==> config.mk <==
export PLATFORM = sky130hd
export DESIGN_NAME = ddr_port_arbiter
export DESIGN_NICKNAME = d
export VERILOG_FILES = /design/src/rtl/ddr_port_arbiter.sv
export SDC_FILE = /design/constraint.sdc
export NUM_CORES = 1
export LEC_CHECK = 0
export CORE_MARGIN = 2
export CORE_UTILIZATION = 38
export CTS_CLUSTER_SIZE = 8
export DETAILED_ROUTE_END_ITERATION = 8
export PLACE_DENSITY = 0.86
export RECOVER_POWER = 50
export SKIP_LAST_GASP = 1
export SLEW_MARGIN = 20
export SYNTH_ARGS = -nofsm -noshare
export SYNTH_HDL_FRONTEND = slang
export SYNTH_SLANG_ARGS = --single-unit
==> constraint.sdc <==
create_clock -name clk -period 7.25 [get_ports clk]
set_input_delay 2.175 -clock clk [delete_from_list [all_inputs] [get_ports clk]]
set_output_delay 2.175 -clock clk [all_outputs]
set_load 0.01 [all_outputs]
==> src/rtl/ddr_port_arbiter.sv <==
// ddr_port_arbiter: shares one DDR3 Avalon-MM port between two masters.
// Round-robin grant with a bounded hold, combinational command forwarding,
// and in-order read-data steering through a small tag FIFO.
module ddr_port_arbiter #(
  parameter int ADDR_W    = 16,
  parameter int DATA_W    = 16,
  parameter int MAX_OUTST = 8,
  parameter int HOLD      = 4
) (
  input  logic                               clk,
  input  logic                               rst,
  input  logic        [ADDR_W-1:0]           m0_addr,
  input  logic                               m0_write,
  input  logic signed [DATA_W-1:0]           m0_writedata,
  input  logic                               m0_read,
  output logic                               m0_waitrequest,
  output logic signed [DATA_W-1:0]           m0_readdata,
  output logic                               m0_readdatavalid,
  input  logic        [ADDR_W-1:0]           m1_addr,
  input  logic                               m1_write,
  input  logic signed [DATA_W-1:0]           m1_writedata,
  input  logic                               m1_read,
  output logic                               m1_waitrequest,
  output logic signed [DATA_W-1:0]           m1_readdata,
  output logic                               m1_readdatavalid,
  output logic        [ADDR_W-1:0]           ddr_addr,
  output logic                               ddr_write,
  output logic                               ddr_read,
  output logic signed [DATA_W-1:0]           ddr_writedata,
  input  logic                               ddr_waitrequest,
  input  logic signed [DATA_W-1:0]           ddr_readdata,
  input  logic                               ddr_readdatavalid,
  output logic [$clog2(MAX_OUTST+1)-1:0]     outstanding,
  output logic                               err_unexp
);

  localparam int CNT_W  = $clog2(MAX_OUTST + 1);
  localparam int PTR_W  = (MAX_OUTST > 1) ? $clog2(MAX_OUTST) : 1;
  localparam int HOLD_W = $clog2(HOLD + 1);
  localparam logic [CNT_W-1:0]  FULL_CNT  = CNT_W'(MAX_OUTST);
  localparam logic [HOLD_W-1:0] HOLD_MAX  = HOLD_W'(HOLD);
  localparam logic [HOLD_W-1:0] HOLD_LAST = HOLD_W'(HOLD - 1);

  typedef enum logic [1:0] {S_IDLE, S_G0, S_G1} state_t;

  state_t              r_state, w_state_nxt;
  logic                r_last;
  logic [HOLD_W-1:0]   r_hold_cnt;
  logic                r_tag [MAX_OUTST];
  logic [PTR_W-1:0]    r_wr_ptr, r_rd_ptr;
  logic [CNT_W-1:0]    r_count;
  logic                r_err_unexp;

  logic w_req0, w_req1, w_full, w_empty;
  logic w_sel_wr, w_sel_rd, w_own_req, w_other_req;
  logic w_accept, w_push, w_pop, w_head, w_yield;
  logic w_enter, w_grant_id;

  assign w_req0  = m0_read | m0_write;
  assign w_req1  = m1_read | m1_write;
  assign w_full  = (r_count == FULL_CNT);
  assign w_empty = (r_count == '0);

  // Command mux: forward the granted master, everything zero outside a grant.
  always_comb begin
    // NOTE: every output of this block gets a default first so no path leaves
    // a signal unassigned, which would otherwise infer a latch.
    ddr_addr      = '0;
    ddr_writedata = '0;
    w_sel_wr      = 1'b0;
    w_sel_rd      = 1'b0;
    w_own_req     = 1'b0;
    w_other_req   = 1'b0;
    case (r_state)
      S_G0: begin
        ddr_addr      = m0_addr;
        ddr_writedata = m0_writedata;
        w_sel_wr      = m0_write;
        w_sel_rd      = m0_read & ~m0_write;  // read ignored if both asserted
        w_own_req     = w_req0;
        w_other_req   = w_req1;
      end
      S_G1: begin
        ddr_addr      = m1_addr;
        ddr_writedata = m1_writedata;
        w_sel_wr      = m1_write;
        w_sel_rd      = m1_read & ~m1_write;
        w_own_req     = w_req1;
        w_other_req   = w_req0;
      end
      default: ;
    endcase
  end

  assign ddr_write = w_sel_wr;
  assign ddr_read  = w_sel_rd & ~w_full;  // a full tag FIFO stalls reads only
  assign w_accept  = (ddr_write | ddr_read) & ~ddr_waitrequest;

  assign m0_waitrequest = (r_state == S_G0) ? (ddr_waitrequest | (w_sel_rd & w_full)) : 1'b1;
  assign m1_waitrequest = (r_state == S_G1) ? (ddr_waitrequest | (w_sel_rd & w_full)) : 1'b1;

  // Read returns are in order: the FIFO head names the requester.
  assign w_push           = w_accept & ddr_read;
  assign w_pop            = ddr_readdatavalid & ~w_empty;
  assign w_head           = r_tag[r_rd_ptr];
  assign m0_readdatavalid = w_pop & ~w_head;
  assign m1_readdatavalid = w_pop & w_head;
  assign m0_readdata      = ddr_readdata;
  assign m1_readdata      = ddr_readdata;
  assign outstanding      = r_count;
  assign err_unexp        = r_err_unexp;

  // Yield once the hold budget is spent and a rival waits: either on the edge
  // that completes the HOLD-th transfer, or later if no command is stalled on
  // the port (so the controller never sees a pending command withdrawn).
  assign w_yield = w_other_req &
                   (((r_hold_cnt == HOLD_LAST) & w_accept) |
                    ((r_hold_cnt == HOLD_MAX) & ~((ddr_write | ddr_read) & ddr_waitrequest)));

  // Next-state logic: round-robin grant from IDLE, release on drop or yield.
  always_comb begin
    w_state_nxt = r_state;
    w_enter     = 1'b0;
    w_grant_id  = r_last;
    case (r_state)
      S_IDLE: begin
        if (w_req0 & w_req1) begin
          w_enter    = 1'b1;
          w_grant_id = ~r_last;
        end else if (w_req0) begin
          w_enter    = 1'b1;
          w_grant_id = 1'b0;
        end else if (w_req1) begin
          w_enter    = 1'b1;
          w_grant_id = 1'b1;
        end
        if (w_enter) w_state_nxt = w_grant_id ? S_G1 : S_G0;
      end
      S_G0, S_G1: begin
        if (!w_own_req || w_yield) w_state_nxt = S_IDLE;
      end
      default: w_state_nxt = S_IDLE;
    endcase
  end

  // Grant state, round-robin history and hold counter.
  always_ff @(posedge clk or posedge rst) begin
    // NOTE: sequential state uses non-blocking assignments so every register
    // samples pre-edge values regardless of statement order.
    if (rst) begin
      r_state    <= S_IDLE;
      r_last     <= 1'b1;
      r_hold_cnt <= '0;
    end else begin
      r_state <= w_state_nxt;
      if (w_enter) begin
        r_last     <= w_grant_id;
        r_hold_cnt <= '0;
      end else if (w_accept && r_hold_cnt != HOLD_MAX) begin
        r_hold_cnt <= r_hold_cnt + HOLD_W'(1);
      end
    end
  end

  // Tag FIFO storage: written on each accepted read with the granted ID.
  always_ff @(posedge clk) begin
    // NOTE: the tag array has no reset; the pointers and count are reset, so
    // stale entries are never read.
    if (w_push) r_tag[r_wr_ptr] <= (r_state == S_G1);
  end

  // Tag FIFO pointers/count and the sticky unexpected-return flag.
  always_ff @(posedge clk or posedge rst) begin
    if (rst) begin
      r_wr_ptr    <= '0;
      r_rd_ptr    <= '0;
      r_count     <= '0;
      r_err_unexp <= 1'b0;
    end else begin
      if (w_push) r_wr_ptr <= r_wr_ptr + PTR_W'(1);
      if (w_pop)  r_rd_ptr <= r_rd_ptr + PTR_W'(1);
      case ({w_push, w_pop})
        2'b10:   r_count <= r_count + CNT_W'(1);
        2'b01:   r_count <= r_count - CNT_W'(1);
        default: ;
      endcase
      if (ddr_readdatavalid && w_empty) r_err_unexp <= 1'b1;
    end
  end

endmodule

==> impl_results.md, run 1 <==
- Static leakage: 1.160 nW
- Hold Vio Cnt, Final: 0
- Antenna violations before repair: 0
- Portion of total power attributed to sequential cells: 26.2%
- Post-CTS Setup Bufs: 0
- Die H: 81.29 µm
- Total GRT Usage: 18.70%
- CTS resizes: 0
- Worst path cell trace: dlygate4sd3_1 -> nand4b_2 -> nand2_1 -> a21oi_1 -> nand2_1 -> clkdlybuf4s50_1
- Slowest stage delay, CP: 0.61 ns
- Cells after synthesis: 249
- Least-Margin Pin Slew: 1.262 ns
- CTS tree: done
- Number of global-route vias before repair: 2036
- Cell repeated most along the worst path: nand2_1
- Hpwl dp: 4904 µm
- Initial cell density of the core: 38.79%
- Num CTS Buffers: 3
- CP Capture Type: output pin
- Antenna diodes: 0
- Die area: 6607 µm²
- Synth top cells by count: nor2b_1 (34), a22oi_1 (33), buf_4 (33)
- CP max stage cell: dlygate4sd3_1
- Synth top area share: 17.64%
- Clock Power Share: 8.3%
- Post-Layout Cell Count: 396
- Placer Congestion: 0.8556
- DP Area: 3202 µm²
- Worst rel slew slack: 15.88%
- Max VDD drop: 0.1712 mV
- Reg2reg end: outstanding[2]
- Clock root buffer: clkbuf_8
- Sequential cell area: 666.9 µm²
- Footprint of the multi-input gates: 1229 µm²
- Sw Ratio: 41.12%
- EDFF count, synth: 8
- Crit path kind: in -> out
- Comb power frac: 65.5%
- Final instance area: 3214 µm²
- Cells on Worst Hold Path: 1
- Critical path required time: 5.08 ns
- First-pass GRT wire length: 9591 µm
- Most common cell in the synthesized netlist: nor2b_1
- Synth area leaders: dfrtp_1 (18%), a22oi_1 (11%), buf_4 (11%), edfxtp_1 (11%), nor2b_1 (9.4%)
- CTS max path bufs: 2
- Area grow syn2layout: 41.62%
- R2R cell count: 13
- FF-to-FF setup slack: 3.68 ns
- Final setup margin: 1.187 ns
- Worst Path Arrival: 3.89 ns
- CORE AREA: 5851 µm²
- Dpl ws: 1.170 ns
- Tmin final: 6.063 ns
- Final clock skew: 0.004527 ns
- Layout cells sized above 1: 5.296%
- Hold Path Origin: err_unexp
- I/O pin total: 163
- Drt drc: 0
- Pre-antenna DRT Iters: 4
- Cell taking the most area after synthesis: dfrtp_1
- Sw power: 0.4073 mW
- Top_reg_cell synth: dfrtp_1
- Cell Rows: 28
- Fmax: 164.9 MHz
- Hold slack: 0.4566 ns
- Largest net degree at the start of global routing: 39
- Sequential share of the synthesized area: 29.38%
- Post-synthesis cell type count: 46
- RSZ-0062 raised after global routing: false
- Max Cap Viol: 0
- Dpl cells: 392
- Global route overflow: 0
- Pint: 0.5832 mW
- Hold WC Path Type: reg -> reg
- Antenna-violating nets left: 0
- Fraction of registers with async set/reset: 68.00%
- R2r startpoint: r_state[0]
- Total number of vias: 2065
- Core Util, Final: 54.94%
- Max FO, Critical Path: 5
- DRT Wirelength: 6294 µm
- Setup crit start kind: input pin
- Syn_nets: 349
- Final setup viols: 0
- Pwr/cell area: 308.2 nW/µm²
- DR iter-0 viols: 50
- FF+latch count, synth: 25
- Post-synthesis cell area: 2270 µm²
- Status: finished, final reports clean
- Max-slew violations: 0
- Routed WL per cell: 15.89 µm
- Cts hold-fix bufs: 0
- H-tree Lvls: 1
- Port bufs: 114
- Die width: 81.29 µm
- TNS Setup: 0 ns
- Synth Area per Inst: 9.115 µm²
- Fin nets: 422
- Clk pin slew, worst setup/hold paths: 0.08 ns
- Final Power: 0.9905 mW
- Fillers: 524
- CTS sink count: 25
- Worst skew pair latency: 0.27 ns
- Final cycle utilization of the critical path: 83.62%
- Yosys warning count: 0
- Vias per std cell: 5.215
- Hold path endpoint: err_unexp
-- how the worst max path moves through the flow --
| stage | start | to | slack, ns | cells past startpoint |
|---|---|---|---|---|
| 2_1_floorplan | m1_write | m0_waitrequest | 2.42 | 4 |
| 3_3_place_gp | m1_write | m0_waitrequest | 1.17 | 6 |
| 3_5_place_dp | m1_write | m0_waitrequest | 1.17 | 6 |
| 4_1_cts | m1_write | m0_waitrequest | 1.15 | 6 |
| 5_1_grt | m0_write | m0_waitrequest | 1.06 | 6 |
| 6_report | m0_read | m0_waitrequest | 1.19 | 6 |
-- kinds of logic (layout without fill, tap and decap cells) --
family	Yosys count	after routing	share of synthesized area, %
xor gates and xnor gates	10	10	3.859
AOI/OAI and AO/OA	58	58	18.74
adders and majority gates	12	12	6.615
DFF	25	25	29.38
muxes	5	5	3.363
and+or+nand+nor	83	83	22.77
buffers and inverters	56	128	15.27
-- registers in the layout, summed over array words and instances (netlist names) --
signal and flops:
outstanding 4, r_hold_cnt 3, r_rd_ptr 3, r_state 2, err_unexp 1, r_tag 8, r_last 1, r_wr_ptr 3
-- routing by layer --
metal | global-route usage, % | up-vias | routed length, µm
li1 | - | 993 | -
met3 | 7.444 | 8 | 623
met1 | 20.00 | 964 | 2299
met2 | 35.16 | 100 | 3303
met4 | 2.373 | 0 | 68
met5 | 0 | - | 0
-- placed cells by master (no fill, tap or decap), types with 2 or more instances in the layout --
cell type	count
clkdlybuf4s50_1	106
nor2b_1	34
a22oi_1	33
nand2_1	18
dfrtp_1	16
ha_1	11
nor2_1	10
inv_1	9
dlygate4sd3_1	8
edfxtp_1	8
o21ai_0	7
xnor2_1	6
a21oi_1	5
nor4_1	4
xor2_1	4
a211oi_1	3
nor3b_1	3
nor3_1	3
clkbuf_8	3
o21a_1	2
a21o_2	2
o31ai_2	2
nor4b_1	2
mux4_2	2
mux2i_1	2
-- power by group through the flow --
stage / Combinational (mW) / Sequential (mW) / Clock (mW)
global route: 0.712 / 0.270 / 0.0920
CTS: 0.673 / 0.260 / 0.0855
floorplan: 0.444 / 0.244 / 0
finish: 0.648 / 0.260 / 0.0827
detailed placement: 0.670 / 0.262 / 0
global placement: 0.656 / 0.259 / 0
-- final cells by class --
cell class              instances  area share (%)
clock inverters                 1          0.1557
clock buffers                   3           1.285
well taps                      75           2.919
repair buffers                115           35.62
inverters                       9           1.051
flip-flops and latches         25           20.75
multi-input cells             168           38.23
-- critical path, delay by kind of cell --
kind | cells | cell delay (ns)
buf+inv | 2 | 1.13
compound gates | 1 | 0.26
simple gates | 3 | 0.32
Note: power is estimated with default switching activity, not from simulation.
==> run 2, diff against run 1 <==
CORE_UTILIZATION = 32   (was 38)
PLACE_DENSITY = 0.77   (was 0.86)
clock period = 5.4 ns   (was 7.25 ns; I/O delays follow)
==> run 2 against run 1 <==
Effect of this change:
- cell count up 6.3%
- critical path type unchanged
- global-route usage shrank 2.6 points
- critical endpoint is now ddr_read
- non-clock buffer count up 4
- first-iteration DRC count decreased by 12%
- via count shrank 1.5%
- sequential share of layout area fell by 0.30 points
- clock-buffer cell count unchanged
- combinational power grew 36%
- hold slack better by 0.00078 ns
==> impl_results.md, run 2 (same netlist as run 1, synthesis figures left out) <==
- Final cycle utilization of the critical path: 93.46%
- Commonest non-fill, non-tap cell in the layout: clkdlybuf4s50_1
- Most frequent cells in the layout: clkdlybuf4s50_1 (106), nor2b_1 (34), a22oi_1 (33)
- Max Cap Viol: 0 (unchanged)
- CTS tree: done
- Routed WL per cell: 14.88 µm (-6.4%)
- Total GRT Usage: 16.12% (-2.6 points)
- Crit path kind: in -> out
- Least-Margin Pin Slew: 0.6897 ns (-0.5721 ns)
- Hpwl dp: 5015 µm (+2.3%)
- H-tree Lvls: 1 (unchanged)
- First-pass GRT wire length: 9998 µm (+4.2%)
- FF-to-FF setup slack: 2.19 ns (-1.49 ns)
- RSZ-0062 raised after global routing: false
- Die H: 88.22 µm (+8.5%)
- Dpl cells: 417 (+6.4%)
- CTS resizes: 0 (unchanged)
- Antenna violations before repair: 0 (unchanged)
- Largest register by flop count: r_tag
- Core Util, Final: 47.75% (-7.2 points)
- Dpl ws: 0.4844 ns (-0.6855 ns)
- Antenna diodes: 0 (unchanged)
- Final setup viols: 0 (unchanged)
- Slowest stage delay, CP: 0.62 ns (about the same)
- CORE AREA: 6832 µm² (+17%)
- Die area: 7783 µm² (+18%)
- Cts hold-fix bufs: 0 (unchanged)
- CTS sink count: 25 (unchanged)
- Clk pin slew, worst setup/hold paths: 0.08 ns (about the same)
- Drt drc: 0 (unchanged)
- Final setup margin: 0.3530 ns (-0.8344 ns)
- Status: finished, final reports clean
- Worst skew pair latency: 0.27 ns (about the same)
- I/O pin total: 163 (unchanged)
- Total number of vias: 2035 (-1.5%)
- Hold WC Path Type: reg -> reg
- CTS max path bufs: 2 (unchanged)
- Pre-antenna DRT Iters: 4 (unchanged)
- Port bufs: 114 (unchanged)
- Max VDD drop: 0.1760 mV (+2.8%)
- CP max stage cell: dlygate4sd3_1
- Clock root buffer: clkbuf_8
- Initial cell density of the core: 33.22% (-5.6 points)
- Pwr/cell area: 410.3 nW/µm² (+33%)
- Final clock skew: 0.001908 ns (-0.002619 ns)
- Post-CTS Setup Bufs: 0 (unchanged)
- Fillers: 674 (+29%)
- Fin nets: 426 (+0.95%)
- Critical path required time: 3.78 ns (-1.30 ns)
- Worst rel slew slack: 53.97% (+38 points)
- Antenna-violating nets left: 0 (unchanged)
- Max FO, Critical Path: 6 (+1)
- Fmax: 198.1 MHz
- Largest net degree at the start of global routing: 39 (unchanged)
- Post-Layout Cell Count: 421 (+6.3%)
- Final Power: 1.338 mW (+35%)
- Max-slew violations: 0 (unchanged)
- Global route overflow: 0 (unchanged)
- DR iter-0 viols: 44 (-12%)
- Worst path cell trace: dlygate4sd3_1 -> nand4b_1 -> a21oi_1 -> clkdlybuf4s50_1
- Worst Path Arrival: 3.43 ns (-0.46 ns)
- Static leakage: 1.171 nW (+0.91%)
- Hold Vio Cnt, Final: 0 (unchanged)
- Max reg flops: 8 (unchanged)
- Setup crit start kind: input pin
- TNS Setup: 0 ns (unchanged)
- Placer Congestion: 0.8638 (+0.96%)
- Vias per std cell: 4.834 (-7.3%)
- Tmin final: 5.047 ns
- Cell Rows: 30 (+7.1%)
- Area grow syn2layout: 43.72%
- DRT Wirelength: 6265 µm (-0.46%)
- CP Capture Type: output pin
- Die width: 88.22 µm (+8.5%)
- Number of global-route vias before repair: 2070 (+1.7%)
- Num CTS Buffers: 3 (unchanged)
- Layout cells sized above 1: 5.846% (+0.55 points)
-- run 2: area by class of cell --
class | instances | area (µm²) | area share [%]
Tap cell | 96 | 120.1 | 3.682
Sequential cell | 25 | 666.9 | 20.44
Inverter | 9 | 33.78 | 1.036
Timing Repair Buffer | 119 | 1175 | 36.02
Clock inverter | 1 | 5.005 | 0.1534
Clock buffer | 3 | 41.29 | 1.266
Multi-Input combinational cell | 168 | 1220 | 37.40
-- run 2: report_power, final --
part / leakage (nW) / total (mW) / switching, mW / internal (mW)
sequential: 0.282 / 0.345 / 0.0841 / 0.261
clock: 0.0255 / 0.111 / 0.0591 / 0.0517
combinational: 0.863 / 0.882 / 0.403 / 0.480
total: 1.17 / 1.34 / 0.546 / 0.792
-- run 2: metal layers --
metal  up-vias  track usage (%)  share of wire, %
met5         -                0                 0
met4         0            1.377              0.42
met3         4            5.317               8.4
met1       932            19.67                41
met2       100            28.84                50
li1        999                -                 -
-- run 2: critical path: cells and delay by family --
family | cells | cell delay [ns]
compound gates | 1 | 0.32
simple gates | 1 | 0.24
buf+inv | 2 | 1.24
-- run 2: path summary, 6_finish.rpt --
kind / end / depth (start not counted) / startpoint
worst max-delay path: ddr_read / 4 / m0_write
worst min-delay path: err_unexp / 1 / err_unexp
worst max register to register: outstanding[2] / 14 / r_state[0]
worst min register to register: err_unexp / 1 / err_unexp
max in group asynchronous: r_hold_cnt[1] / 2 / rst
min in group asynchronous: r_rd_ptr[2] / 2 / rst
-- run 2: metrics by stage --
step / cell area [µm²] / hold WS, ns
2_1_floorplan: 2270 / 0.4662
3_3_place_gp: 3256 / 0.4416
3_5_place_dp: 3256 / 0.4520
4_1_cts: 3302 / 0.4722
5_1_grt: 3262 / 0.4918
6_report: 3262 / 0.4574
==> run 3, diff against run 2 <==
CAP_MARGIN = 5   (was default)
==> results of run 3 <==
The final DEF is identical to that of run 2; final timing and power are the same.
